**src/rtl/fnd_pkg.sv**
```systemverilog
// fnd_pkg -- shared constants for the four-digit multiplexed 7-segment scanner.
// Holds the active-low glyph table (0-9 plus BLANK), the default scan timing,
// the segment/common active levels and the digit-index enum. There are no ports.
package fnd_pkg;

  // Default timing: clk cycles per digit slot, and dark cycles at slot start.
  localparam int DIV_DEFAULT   = 50000;
  localparam int GUARD_DEFAULT = 2;

  // Both segments and commons are driven active-low.
  localparam logic SEG_ON  = 1'b0;
  localparam logic SEG_OFF = 1'b1;
  localparam logic COM_ON  = 1'b0;
  localparam logic COM_OFF = 1'b1;

  localparam logic [7:0] SEG_ALL_OFF = {8{SEG_OFF}};
  localparam logic [3:0] COM_ALL_OFF = {4{COM_OFF}};

  // Glyphs ordered {g,f,e,d,c,b,a}, 0 = segment lit.
  localparam logic [6:0] GLYPH_0     = 7'b100_0000;
  localparam logic [6:0] GLYPH_1     = 7'b111_1001;
  localparam logic [6:0] GLYPH_2     = 7'b010_0100;
  localparam logic [6:0] GLYPH_3     = 7'b011_0000;
  localparam logic [6:0] GLYPH_4     = 7'b001_1001;
  localparam logic [6:0] GLYPH_5     = 7'b001_0010;
  localparam logic [6:0] GLYPH_6     = 7'b000_0010;
  localparam logic [6:0] GLYPH_7     = 7'b111_1000;
  localparam logic [6:0] GLYPH_8     = 7'b000_0000;
  localparam logic [6:0] GLYPH_9     = 7'b001_0000;
  localparam logic [6:0] GLYPH_BLANK = 7'b111_1111;

  // Digit slot index; DIGIT_A is the leftmost digit and scans first.
  typedef enum logic [1:0] {
    DIGIT_A = 2'd0,
    DIGIT_B = 2'd1,
    DIGIT_C = 2'd2,
    DIGIT_D = 2'd3
  } digit_idx_e;

  // Common mask enabling only the selected digit (bit3 = digit a).
  function automatic logic [3:0] com_select(input digit_idx_e idx);
    logic [3:0] mask;
    mask = COM_ALL_OFF;
    case (idx)
      DIGIT_A: mask[3] = COM_ON;
      DIGIT_B: mask[2] = COM_ON;
      DIGIT_C: mask[1] = COM_ON;
      DIGIT_D: mask[0] = COM_ON;
      default: mask = COM_ALL_OFF;
    endcase
    return mask;
  endfunction

endpackage

```
**src/rtl/fnd_scan_if.sv**
```systemverilog
// fnd_scan_if -- bundle between the BCD converter stage / display pins and
// the fnd_scan block.
//   done             conversion-complete level (a rising edge loads a new value)
//   bcd_a..bcd_d     BCD digits, a = leftmost
//   lz_blank         1 = blank a leading zero on digit a
//   seg              {dp,g,f,e,d,c,b,a}, active-low
//   com              digit commons, bit3 = digit a, active-low
// master: the side feeding digits and watching the display pins.
// slave : the scanner itself.
interface fnd_scan_if;
  import fnd_pkg::*;

  logic       done;
  logic [3:0] bcd_a;
  logic [3:0] bcd_b;
  logic [3:0] bcd_c;
  logic [3:0] bcd_d;
  logic       lz_blank;
  logic [7:0] seg;
  logic [3:0] com;

  modport master (
    output done, bcd_a, bcd_b, bcd_c, bcd_d, lz_blank,
    input  seg, com
  );

  modport slave (
    input  done, bcd_a, bcd_b, bcd_c, bcd_d, lz_blank,
    output seg, com
  );

endinterface

```
**src/rtl/fnd_scan_bcd2seg.sv**
```systemverilog
// bcd2seg -- combinational BCD to 7-segment decoder.
//   bcd    4-bit digit value
//   glyph  {g,f,e,d,c,b,a}, active-low; values 10-15 decode to blank
module bcd2seg
  import fnd_pkg::*;
(
  input  logic [3:0] bcd,
  output logic [6:0] glyph
);

  always_comb begin
    glyph = GLYPH_BLANK;
    case (bcd)
      4'd0:    glyph = GLYPH_0;
      4'd1:    glyph = GLYPH_1;
      4'd2:    glyph = GLYPH_2;
      4'd3:    glyph = GLYPH_3;
      4'd4:    glyph = GLYPH_4;
      4'd5:    glyph = GLYPH_5;
      4'd6:    glyph = GLYPH_6;
      4'd7:    glyph = GLYPH_7;
      4'd8:    glyph = GLYPH_8;
      4'd9:    glyph = GLYPH_9;
      default: glyph = GLYPH_BLANK;
    endcase
  end

endmodule

```
**src/rtl/fnd_scan.sv**
```systemverilog
// fnd_scan -- four-digit multiplexed 7-segment display scanner.
// A rising edge on done loads the four BCD digits into a shadow register; a
// prescaler walks the digits a,b,c,d in DIV-cycle slots, keeping every common
// dark for the first GUARD cycles of each slot to avoid ghosting.
//   clk  system clock, rising edge
//   rst  synchronous active-high reset
//   bus  fnd_scan_if.slave: done, bcd_a..d, lz_blank in; seg, com out
// seg and com are both registered from the same scan state, so they stay
// aligned to each other with one cycle of latency.
module fnd_scan
  import fnd_pkg::*;
#(
  parameter int DIV   = DIV_DEFAULT,
  parameter int GUARD = GUARD_DEFAULT
) (
  input  logic       clk,
  input  logic       rst,
  fnd_scan_if.slave  bus
);

  localparam int PW = (DIV > 1) ? $clog2(DIV) : 1;

  logic          done_q;
  logic          capture;
  logic [15:0]   shadow;
  logic [PW-1:0] presc;
  logic          tick;
  digit_idx_e    idx;
  logic [3:0]    digit_sel;
  logic [3:0]    digit_dec;
  logic          blank_lead;
  logic [6:0]    glyph;
  logic [7:0]    seg_d;
  logic [3:0]    com_d;
  logic [7:0]    seg_q;
  logic [3:0]    com_q;

  // done is a multi-cycle level; only its rising edge loads the shadow.
  // done_q is cleared in reset so a done already high at release still counts.
  assign capture = bus.done & ~done_q;
  assign tick    = (presc == PW'(DIV - 1));

  always_ff @(posedge clk) begin
    if (rst) begin
      done_q <= 1'b0;
      shadow <= '0;
    end else begin
      done_q <= bus.done;
      if (capture) begin
        shadow <= {bus.bcd_a, bus.bcd_b, bus.bcd_c, bus.bcd_d};
      end
    end
  end

  always_ff @(posedge clk) begin
    if (rst) begin
      presc <= '0;
      idx   <= DIGIT_A;
    end else begin
      presc <= tick ? '0 : presc + PW'(1);
      if (tick) begin
        idx <= digit_idx_e'(idx + 2'd1);
      end
    end
  end

  // Leading-zero blanking is folded into the decoder input (an out-of-range
  // code decodes to blank) so a single decoder serves every slot.
  always_comb begin
    digit_sel = shadow[15:12];
    case (idx)
      DIGIT_A: digit_sel = shadow[15:12];
      DIGIT_B: digit_sel = shadow[11:8];
      DIGIT_C: digit_sel = shadow[7:4];
      DIGIT_D: digit_sel = shadow[3:0];
      default: digit_sel = shadow[15:12];
    endcase
    blank_lead = bus.lz_blank && (idx == DIGIT_A) && (shadow[15:12] == 4'd0);
    digit_dec  = blank_lead ? 4'hF : digit_sel;
  end

  bcd2seg u_bcd2seg (
    .bcd   (digit_dec),
    .glyph (glyph)
  );

  // The decimal point separates digit b from digit c.
  always_comb begin
    seg_d = {((idx == DIGIT_B) ? SEG_ON : SEG_OFF), glyph};
    com_d = (presc < PW'(GUARD)) ? COM_ALL_OFF : com_select(idx);
  end

  always_ff @(posedge clk) begin
    if (rst) begin
      seg_q <= SEG_ALL_OFF;
      com_q <= COM_ALL_OFF;
    end else begin
      seg_q <= seg_d;
      com_q <= com_d;
    end
  end

  assign bus.seg = seg_q;
  assign bus.com = com_q;

endmodule

```
**src/flat_wrapper.sv**
```systemverilog
// flat-port wrapper written by rule: the top's interface ports become plain ports
module fnd_scan_flat import fnd_pkg::*;
#(
  parameter int DIV   = DIV_DEFAULT,
  parameter int GUARD = GUARD_DEFAULT
)
  (clk, rst, bus_done, bus_bcd_a, bus_bcd_b, bus_bcd_c, bus_bcd_d, bus_lz_blank, bus_seg, bus_com);
  fnd_scan_if bus_i ();
  input  logic clk;
  input  logic rst;
  input wire logic [$bits(bus_i.done)-1:0] bus_done;
  input wire logic [$bits(bus_i.bcd_a)-1:0] bus_bcd_a;
  input wire logic [$bits(bus_i.bcd_b)-1:0] bus_bcd_b;
  input wire logic [$bits(bus_i.bcd_c)-1:0] bus_bcd_c;
  input wire logic [$bits(bus_i.bcd_d)-1:0] bus_bcd_d;
  input wire logic [$bits(bus_i.lz_blank)-1:0] bus_lz_blank;
  output wire logic [$bits(bus_i.seg)-1:0] bus_seg;
  output wire logic [$bits(bus_i.com)-1:0] bus_com;
  assign bus_i.done = bus_done;
  assign bus_i.bcd_a = bus_bcd_a;
  assign bus_i.bcd_b = bus_bcd_b;
  assign bus_i.bcd_c = bus_bcd_c;
  assign bus_i.bcd_d = bus_bcd_d;
  assign bus_i.lz_blank = bus_lz_blank;
  assign bus_seg = bus_i.seg;
  assign bus_com = bus_i.com;
  fnd_scan #(.DIV(DIV), .GUARD(GUARD)) u_core (.clk(clk), .rst(rst), .bus(bus_i));
endmodule
```
**config.mk**
```make
export PLATFORM = sky130hd
export DESIGN_NAME = fnd_scan_flat
export DESIGN_NICKNAME = d
export VERILOG_FILES = /design/src/rtl/fnd_pkg.sv /design/src/rtl/fnd_scan_if.sv /design/src/rtl/fnd_scan_bcd2seg.sv /design/src/rtl/fnd_scan.sv /design/src/flat_wrapper.sv
export SDC_FILE = /design/constraint.sdc
export NUM_CORES = 1
export LEC_CHECK = 0
export ABC_CLOCK_PERIOD_IN_PS = 5100
export CORE_MARGIN = 3
export CORE_UTILIZATION = 48
export CTS_BUF_LIST = sky130_fd_sc_hd__clkbuf_8
export CTS_CLUSTER_DIAMETER = 100
export CTS_CLUSTER_SIZE = 20
export DETAILED_ROUTE_END_ITERATION = 10
export GPL_TIMING_DRIVEN = 1
export PLACE_DENSITY = 0.73
export SYNTH_ARGS = -nofsm -noshare
export SYNTH_HDL_FRONTEND = slang
export SYNTH_SLANG_ARGS = --single-unit
```
**constraint.sdc**
```tcl
create_clock -name clk -period 5.1 [get_ports clk]
set_input_delay 0.765 -clock clk [delete_from_list [all_inputs] [get_ports clk]]
set_output_delay 0.765 -clock clk [all_outputs]
set_load 0.05 [all_outputs]
```
==> impl_metrics.yaml <==
status:
  outcome: "finished, final reports clean"
floorplan:
  dieWidth_um: 70.90
  num_rows: 22
  initial_core_util: 0.5247
  dieArea_um2: 5027
  core_area_um2: 3854
  die_h_um: 70.90
  ios: 32
pwr:
  powerDensity_nw_per_um2: 298.2
  totalPowerFinal_mw: 0.7249
  peakVddDrop_v: 0.0001558
  p_leak_nw: 0.9403
global_route:
  grt_usage: 0.1592
  grt_pass1_wl_um: 6451
  grt_overflow: 0
  grt_max_degree: 32
  grt_pass1_vias: 1506
  antenna_found_initial: 0
clock_tree:
  clock_latency_ps: 290
  cts_setup_buffers: 0
  cts_tree: "yes"
  cts_buffers: 5
  cts.htree.levels: 2
  numClockSinks: 47
  postCtsHoldBufs: 0
  cts.clk_slew.worst_paths_ps: 80
  cts-resized-gates: 0
  clk_path_buf_depth: 2
  clockRootBuffer: "clkbuf_8"
detailed_routing:
  wl_um: 3695
  first_pass_iters: 4
  num_vias: 1584
  routedWlPerCell_um: 11.88
  ant_nets: 0
  vias_per_cell: 5.093
  drc_errors: 0
  drt-initial-drc-count: 127
synthesis:
  syn_area_per_cell_um2: 8.678
  synth_nets: 262
  ys_types: 37
  ys_seq_area_frac: 0.4653
  syn-cell-area_um2: 2022
  yosys-top-cells-area: "dfxtp_1 47%, nand2_1 8.2%, ha_1 5.6%"
  synth_warnings: 0
  synth_cells: 233
  synth_top_area_frac: 0.4653
  yosysTopAreaCell: "dfxtp_1"
  ys_seq_elements: 47
  synth_edf_count: 0
  synthFlopType: "dfxtp_1"
  async_flop_share: 0
setup_path:
  critPathCaptureType: "register"
  max_stage_delay_ps: 390
  slowest_stage: "a222oi_1"
  crit_buf_inv: 2
  worst_ep_arrival_time_ps: 2610
  regToRegSetupSlack_ps: 2680
  path_class: "register to register"
  startpoint_type: "register"
  cp_cell_sequence: "inv_1, ha_1, a222oi_1, mux2i_1, nor2_1, inv_1, ha_1, o21ai_0, a21o_2"
  path_delay_family: "compound AO/OA/AOI/OAI gates"
  worstPathRequired_ps: 5280
  crit_fanout: 5
worst_hold_path:
  hp-class: "register to register"
timing:
  period_share: 0.4749
  clock.fmax_mhz: 412.8
  rsz0062_at_grt: "no"
  hold_viol_final: 0
  setup_tns_ps: 0
  final-setup-viol-count: 0
  worst_slew_pin_slew_ps: 1040
  min_period_ps: 2422
  fin_skew_ps: 5.246
  slew_viol_final: 0
  finalHoldWorstSlack_ps: 459.4
  maxSlewHeadroom: 0.3045
placement:
  gp_congestion: 0.8603
  place_hpwl_um: 2692
  port_buffers: 31
cells_and_area:
  area_delta_synth_final_pct: 20.24
  num_antenna_cells: 0
  fillers: 357
  nets: 291
  drive_gt1_frac: 0.04943
job:
  cap_violations: 0
==> layout by cell type, fill, tap and decap left out, types with 5 or more instances in the layout <==
cell / n
nor2_1: 27
nor4_1: 5
ha_1: 9
a21oi_1: 19
nand3_1: 9
xor2_1: 6
xnor2_1: 10
clkdlybuf4s50_1: 31
inv_1: 11
dfxtp_1: 47
clkbuf_8: 5
nand2_1: 44
==> through the flow <==
stage / cells / utilization / setup slack [ps] / cell area (um2)
finish: 311 / 0.6308 / 2678 / 2431
global route: 311 / 0.6308 / 2484 / 2431
global placement: 303 / 0.6097 / 2508 / 2350
CTS: 311 / 0.6308 / 2712 / 2431
floorplan: 233 / - / 3048 / 2022
detailed placement: 303 / 0.6097 / 2480 / 2350
==> worst reg2reg max path, stage by stage (launching register included) <==
cell and delay, ps:
dfxtp_1 380, inv_1 100, ha_1 250, a222oi_1 390, mux2i_1 180, nor2_1 290, inv_1 110, ha_1 300
o21ai_0 100, a21o_2 220
==> synthesized netlist by cell type, drive strengths merged (2+ instances only) <==
cell type and count:
dfxtp 47, nand2 44, nor2 27, a21oi 19, xnor2 10, ha 9
inv 9, nand3 9, clkbuf 7, nor4 6, xor2 6, a222oi 4
mux2i 4, nor2b 4, nor3 4, nand2b 3, a21o 2, and3 2
buf 2, nand4 2
==> layout make-up <==
class	count	area, um2	area share
multi-input cells	168	1005	0.4133
flip-flops and latches	47	940.9	0.3870
well taps	48	60.06	0.02470
clock inverters	3	12.51	0.005147
clock buffers	5	68.82	0.02831
repair buffers	31	310.3	0.1276
inverters	9	33.78	0.01390
==> final timing paths <==
path / cells after the start / start / endpoint
worst max register to register: 9 / u_core.idx[1] / u_core.bus.seg[1]
worst min-delay path: 2 / u_core.shadow[5] / u_core.shadow[5]
worst min register to register: 2 / u_core.shadow[5] / u_core.shadow[5]
worst max-delay path: 9 / u_core.idx[1] / u_core.bus.seg[1]
==> registers in the layout, indices dropped and copies added (netlist names) <==
name,flops
u_core.done_q,1
u_core.idx,2
u_core.bus.seg,8
u_core.shadow,16
u_core.bus.com,4
u_core.presc,16
==> layer usage <==
layer,GRT usage,share of wire,vias up
met3,0.04830,0.045,4
met4,0.05010,0.0097,0
met1,0.2100,0.52,709
li1,-,-,839
met2,0.2503,0.43,32
met5,0,0,-
==> cell families (layout without fill, tap and decap cells) <==
kind of cell / Yosys count / count (layout) / synth area share
AOI/OAI and AO/OA: 32 / 32 / 0.1015
xor gates and xnor gates: 16 / 16 / 0.06930
and+or+nand+nor: 106 / 106 / 0.2451
muxes: 5 / 5 / 0.02537
adders and majority gates: 9 / 9 / 0.05569
DFF: 47 / 47 / 0.4653
buffers and inverters: 18 / 48 / 0.03775
==> report_power, final <==
| group | switching (mW) | total, mW | leakage (nW) | internal (mW) |
|---|---|---|---|---|
| combinational | 0.0736 | 0.126 | 0.505 | 0.0519 |
| sequential | 0.00871 | 0.394 | 0.385 | 0.385 |
| clock | 0.113 | 0.206 | 0.0505 | 0.0922 |
| total | 0.196 | 0.725 | 0.940 | 0.529 |
Power figures use the tool's default switching activity.
==> RTL change 1, RTL diff (same settings) <==
Set the package constant `DIV_DEFAULT` to 12500 (it was 50000).
--- a/src/rtl/fnd_pkg.sv
+++ b/src/rtl/fnd_pkg.sv
@@ -5,5 +5,5 @@
 
   // Default timing: clk cycles per digit slot, and dark cycles at slot start.
-  localparam int DIV_DEFAULT   = 50000;
+  localparam int DIV_DEFAULT   = 12500;
   localparam int GUARD_DEFAULT = 2;
 
Formal check against the unedited RTL: same outputs for any inputs over 10 cycles, from zero or initial values and one cycle with rst high; that may be too few to reach the edited logic, so the function may still have changed.
==> RTL change 1 against the unedited design <==
Sequential power down 4%. Sequential cell count fell by 2. Cell count is 3.5% lower. Critical endpoint unchanged. Wire length fell by 4.2%. Clock skew decreased by 0.00074 ns. Synthesized cell count shrank 4.3%. Synthesized area is 2.8% lower. Largest cell class unchanged. Utilization is 0.21 points lower. Worst setup slack improved by 0.083 ns. Design area decreased by 1.7%. Power rose by 2.6%.
==> RTL change 1: results (changes against the unedited design) <==
[synthesis]
post_synth_xor_area_fraction_pct = 6.24  ; -0.69 points
synth-seq-area-share_pct = 45.8  ; -0.70 points
netlist_instances = 223  ; -4.3%
synth_mux_area_share_pct = 3.18  ; +0.65 points
compound_gate_fraction_of_synth_area_pct = 9.99  ; -0.15 points
unique_masters_post_synth = 38  ; +2.7%
netlist_top_cells_count = sky130_fd_sc_hd__dfxtp_1 (45), sky130_fd_sc_hd__nand2_1 (41), sky130_fd_sc_hd__nor2_1 (24)
synthMostInstantiatedCell = sky130_fd_sc_hd__dfxtp_1
synth_adder_area_share_pct = 5.73  ; +0.16 points
post_synth_main_area_contributors = sky130_fd_sc_hd__dfxtp_1 (46%), sky130_fd_sc_hd__nand2_1 (7.8%), sky130_fd_sc_hd__ha_1 (5.7%)

[drt]
drtIter0Drc = 147  ; +16%
routedLengthMet1_um = 1760  ; -7.6%
finalWirelength_um = 3540  ; -4.2%
detailroute.wirelength.met3_um = 226  ; +37%
post_drt_via_cell_ratio = 5.09  ; -0.13%
met2WireLength_um = 1480  ; -6.6%

[final_layout]
sh_seq_area_pct = 37.7  ; -0.99 points
n_sequential_cell = 45  ; -4.3%
num-clock-buffers = 7  ; +2
num-nonclk-inverters = 10  ; +1
fin_cells = 300  ; -3.5%
num-multi-input-gates = 158  ; -6.0%
drive_gt1_share_pct = 6.75  ; +1.8 points
design.final.nets = 280  ; -3.8%
area_share_clock_buf_inv_pct = 4.24  ; +0.90 points
n_fill_cell = 347  ; -2.8%
area_overhead_vs_synth_pct = 21.5
multi_input_area_share_pct = 41.0  ; -0.36 points
buffer_area_share_pct = 13.0  ; +0.23 points

[global_routing]
gr-usage-met2_pct = 25.4  ; +0.37 points
vias_in_the_first_global_route = 1485  ; -1.4%
wire_length_of_the_first_global_routing_pass_um = 6470  ; +0.22%
grt_start_max_net_pins = 31  ; -3.1%
groute.layer.met1.usage_pct = 20.7  ; -0.29 points

[placement]
dp_cells = 292  ; -3.6%
post_dp_cell_area_mm2 = 0.00229  ; -2.7%
gp_routability_congestion = 0.936  ; +8.8%
dpl_worst_slack_ns = 2.58  ; +0.0965 ns
post-dp-hpwl_um = 2550  ; -5.2%

[run_status]
outcome = finished clean

[setup_path]
critical_path_arrival_ns = 2.53  ; -0.08 ns
critPathMaxStageDelay_ns = 0.39  ; about the same

[power_and_ir_drop]
seq-power_uw = 378  ; -4%
sw_frac_of_total_pct = 26.7  ; -0.32 points
leakage_uw = 0.000935  ; -0.51%

[sta]
maxSlewHeadroom_pct = 29.0  ; -1.5 points
skew_ns = 0.00451  ; -0.000739 ns

[die]
die_area_mm2 = 0.00490  ; -2.6%

[clock_network]
clock_tree.buffer_depth = 2  ; unchanged

==> RTL change 1: final timing paths <==
| check | from | end | slack (ns) | depth (start not counted) |
|---|---|---|---|---|
| setup / recovery | u_core.idx[1] | u_core.bus.seg[1] | 2.76 | 9 |
| hold / removal | u_core.shadow[5] | u_core.shadow[5] | 0.46 | 2 |
| setup reg to reg | u_core.idx[1] | u_core.bus.seg[1] | 2.76 | 9 |
| hold reg to reg | u_core.shadow[5] | u_core.shadow[5] | 0.46 | 2 |
==> RTL change 1: worst register-to-register path, cell delays in order, from the launching register on <==
cell                       delay, ns
sky130_fd_sc_hd__dfxtp_1        0.38
sky130_fd_sc_hd__inv_1          0.09
sky130_fd_sc_hd__ha_1           0.25
sky130_fd_sc_hd__a222oi_1       0.39
sky130_fd_sc_hd__mux2i_1        0.16
sky130_fd_sc_hd__nor2_1         0.28
sky130_fd_sc_hd__inv_1          0.11
sky130_fd_sc_hd__ha_1           0.31
sky130_fd_sc_hd__o21ai_0        0.09
sky130_fd_sc_hd__a21o_1         0.18
==> RTL change 2, RTL diff (config.mk and constraints unchanged) <==
Made on the original files. Make the reset (`rst`) asynchronous in 3 clocked blocks. Comments in the files are not updated.
--- a/src/rtl/fnd_scan.sv
+++ b/src/rtl/fnd_scan.sv
@@ -41,5 +41,5 @@
   assign tick    = (presc == PW'(DIV - 1));
 
-  always_ff @(posedge clk) begin
+  always_ff @(posedge clk or posedge rst) begin
     if (rst) begin
       done_q <= 1'b0;
@@ -53,5 +53,5 @@
   end
 
-  always_ff @(posedge clk) begin
+  always_ff @(posedge clk or posedge rst) begin
     if (rst) begin
       presc <= '0;
@@ -91,5 +91,5 @@
   end
 
-  always_ff @(posedge clk) begin
+  always_ff @(posedge clk or posedge rst) begin
     if (rst) begin
       seg_q <= SEG_ALL_OFF;
Function: differs if rst is asserted again (counterexample within 4 cycles, from zero or initial values and one cycle with rst high); with rst held inactive, the same outputs for 10 cycles.
==> RTL change 2 against the unedited design <==
Die area increased by 6.5%. Worst setup slack improved by 0.017 ns. Via count decreased by 7.8%. Cell count decreased by 13%. Design area increased by 8.8%. Wire length increased by 8.9%. Sequential cell count unchanged. Power increased by 29%. Maximum frequency increased by 0.70%. First-iteration DRC count decreased by 29%. Synthesized area increased by 7.1%. Clock skew increased by 0.0010 ns. Critical path type is now reg2out.
==> RTL change 2: results (changes against the unedited design) <==
[final_layout]
design.final.nets = 249  ; -14%
insertedDiodeCount = 0  ; unchanged
n_fill_cell = 325  ; -9.0%
drive_gt1_share_pct = 18.6  ; +14 points

[synthesis]
ys_async_sr_fraction_pct = 100  ; +100 points
post_synth_main_area_contributors = sky130_fd_sc_hd__dfrtp_1 (40%), sky130_fd_sc_hd__dfstp_2 (15%), sky130_fd_sc_hd__mux2_2 (7.3%)
synth-seq-area-share_pct = 55.0  ; +8.5 points
net_count_after_synthesis = 215  ; -18%
yosys_warnings = 0  ; unchanged
unique_masters_post_synth = 35  ; -5.4%
dominantRegCellSynth = sky130_fd_sc_hd__dfrtp_1
netlist_top_cells_count = sky130_fd_sc_hd__dfrtp_1 (35), sky130_fd_sc_hd__nor2_1 (18), sky130_fd_sc_hd__mux2_2 (14)

[clock_network]
clock_tree.root_cell = sky130_fd_sc_hd__clkbuf_8
post_cts_resize_count = 0  ; unchanged
setup_repair_bufs_after_cts = 0  ; unchanged
h-tree-depth = 2  ; unchanged
cts_inserted_buffers = 5  ; unchanged
clkLatencyLatePin_ns = 0.29  ; about the same
clkTransAtPathRegs_ns = 0.09
clock_tree.buffer_depth = 2  ; unchanged

[setup_path]
cp_max_fo = 1  ; -4
critPathMaxStageDelay_ns = 0.82  ; +0.43 ns
critical_path_arrival_ns = 1.64  ; -0.97 ns
library_cell_contributing_the_largest_single_delay_on_the_critical_path = sky130_fd_sc_hd__clkdlybuf4s50_1
cpLargestDelayFamily = buffers and inverters

[global_routing]
grt_antenna_before_repair = 0  ; unchanged
wire_length_of_the_first_global_routing_pass_um = 7090  ; +10%
grt_start_max_net_pins = 48  ; +50%
gr-usage-all-layers_pct = 17.2  ; +1.3 points

[placement]
gp_routability_congestion = 0.803  ; -6.6%
portBuffers = 31  ; unchanged
post-dp-hpwl_um = 3020  ; +12%

[drt]
vias = 1460  ; -7.8%
drtIter0Drc = 90  ; -29%
drtPass1Iterations = 4  ; unchanged
drt-wirelength-per-cell_um = 14.8  ; +25%

[hold_path]
timing.hold.worst.class = reg2reg

[sta]
skew_ns = 0.00625  ; +0.00100 ns
maxSlewHeadroom_pct = 28.0  ; -2.5 points

[power_and_ir_drop]
power.ir.vdd_worst_mv = 0.276  ; +77%
leakage_uw = 0.00115  ; +22%

[run_status]
outcome = finished clean

-- RTL change 2: changes by cell type after synthesis, moves of 3 or more --
| cell | unedited run | this run |
|---|---|---|
| sky130_fd_sc_hd__dfrtp_1 | 0 | 35 |
| sky130_fd_sc_hd__dfstp_2 | 0 | 12 |
| sky130_fd_sc_hd__nor2_1 | 27 | 18 |
| sky130_fd_sc_hd__a21oi_1 | 19 | 3 |
| sky130_fd_sc_hd__inv_1 | 9 | 12 |
| sky130_fd_sc_hd__mux2_2 | 0 | 14 |
| sky130_fd_sc_hd__clkbuf_1 | 7 | 2 |
| sky130_fd_sc_hd__dfxtp_1 | 47 | 0 |
| sky130_fd_sc_hd__nand2_1 | 44 | 13 |
-- RTL change 2: worst paths after layout --
check	startpoint	endpoint	slack, ns	cells past startpoint
setup reg to reg	u_core.idx[1]	u_core.bus.seg[3]	2.71	7
min in group asynchronous	rst	u_core.presc[7]	0.93	3
hold / removal	u_core.presc[0]	u_core.presc[0]	0.50	1
hold reg to reg	u_core.presc[0]	u_core.presc[0]	0.50	1
max in group asynchronous	rst	u_core.shadow[3]	3.78	3
setup / recovery	u_core.bus.seg[7]	bus_seg[7]	2.69	1
-- RTL change 2: layout make-up --
cell class | count | area [µm²] | area share, %
clock inverters | 3 | 63.8 | 2.41
multi-input cells | 121 | 892 | 33.7
repair buffers | 32 | 318 | 12.0
clock buffers | 5 | 68.8 | 2.60
well taps | 50 | 62.6 | 2.37
flip-flops and latches | 47 | 1190 | 45.0
inverters | 13 | 48.8 | 1.84
-- RTL change 2: per-layer routing --
layer	wire length [µm]	vias up	GRT usage, %	part of all wire [%]
li1	-	700	-	-
met3	198	8	4.68	4.9
met1	1850	710	23.3	46
met2	1900	42	26.6	47
met4	76	0	6.15	1.9
met5	0	-	0	0
-- RTL change 2: report_power, final --
part / leakage, µW / total (µW) / internal, µW / switching [µW]
clock network: 0.0000695 / 316 / 194 / 122
logic: 0.000517 / 185 / 74.9 / 110
registers: 0.000563 / 432 / 417 / 14.7
total: 0.00115 / 933 / 686 / 247
-- RTL change 2: cell families (layout without fill, tap and decap cells) --
family	Yosys count	after routing	share of synthesized area (%)
simple gates	60	60	13.9
xor+xnor	16	16	6.47
fa+ha+maj	9	9	5.20
buf+inv	18	53	3.87
compound gates	19	19	6.88
flops	47	47	55.0
mux	17	17	8.67
-- RTL change 2: stage by stage --
step                setup WS [ns]  area, µm²  std cells  total power [µW]  hold WS, ns
floorplan                    3.00       2160        186               569        0.448
global placement             2.36       2510        263               617        0.469
detailed placement           2.28       2510        263               625        0.477
CTS                          2.60       2640        271               939        0.497
global route                 2.53       2650        271               972        0.525
finish                       2.69       2650        271               933        0.499
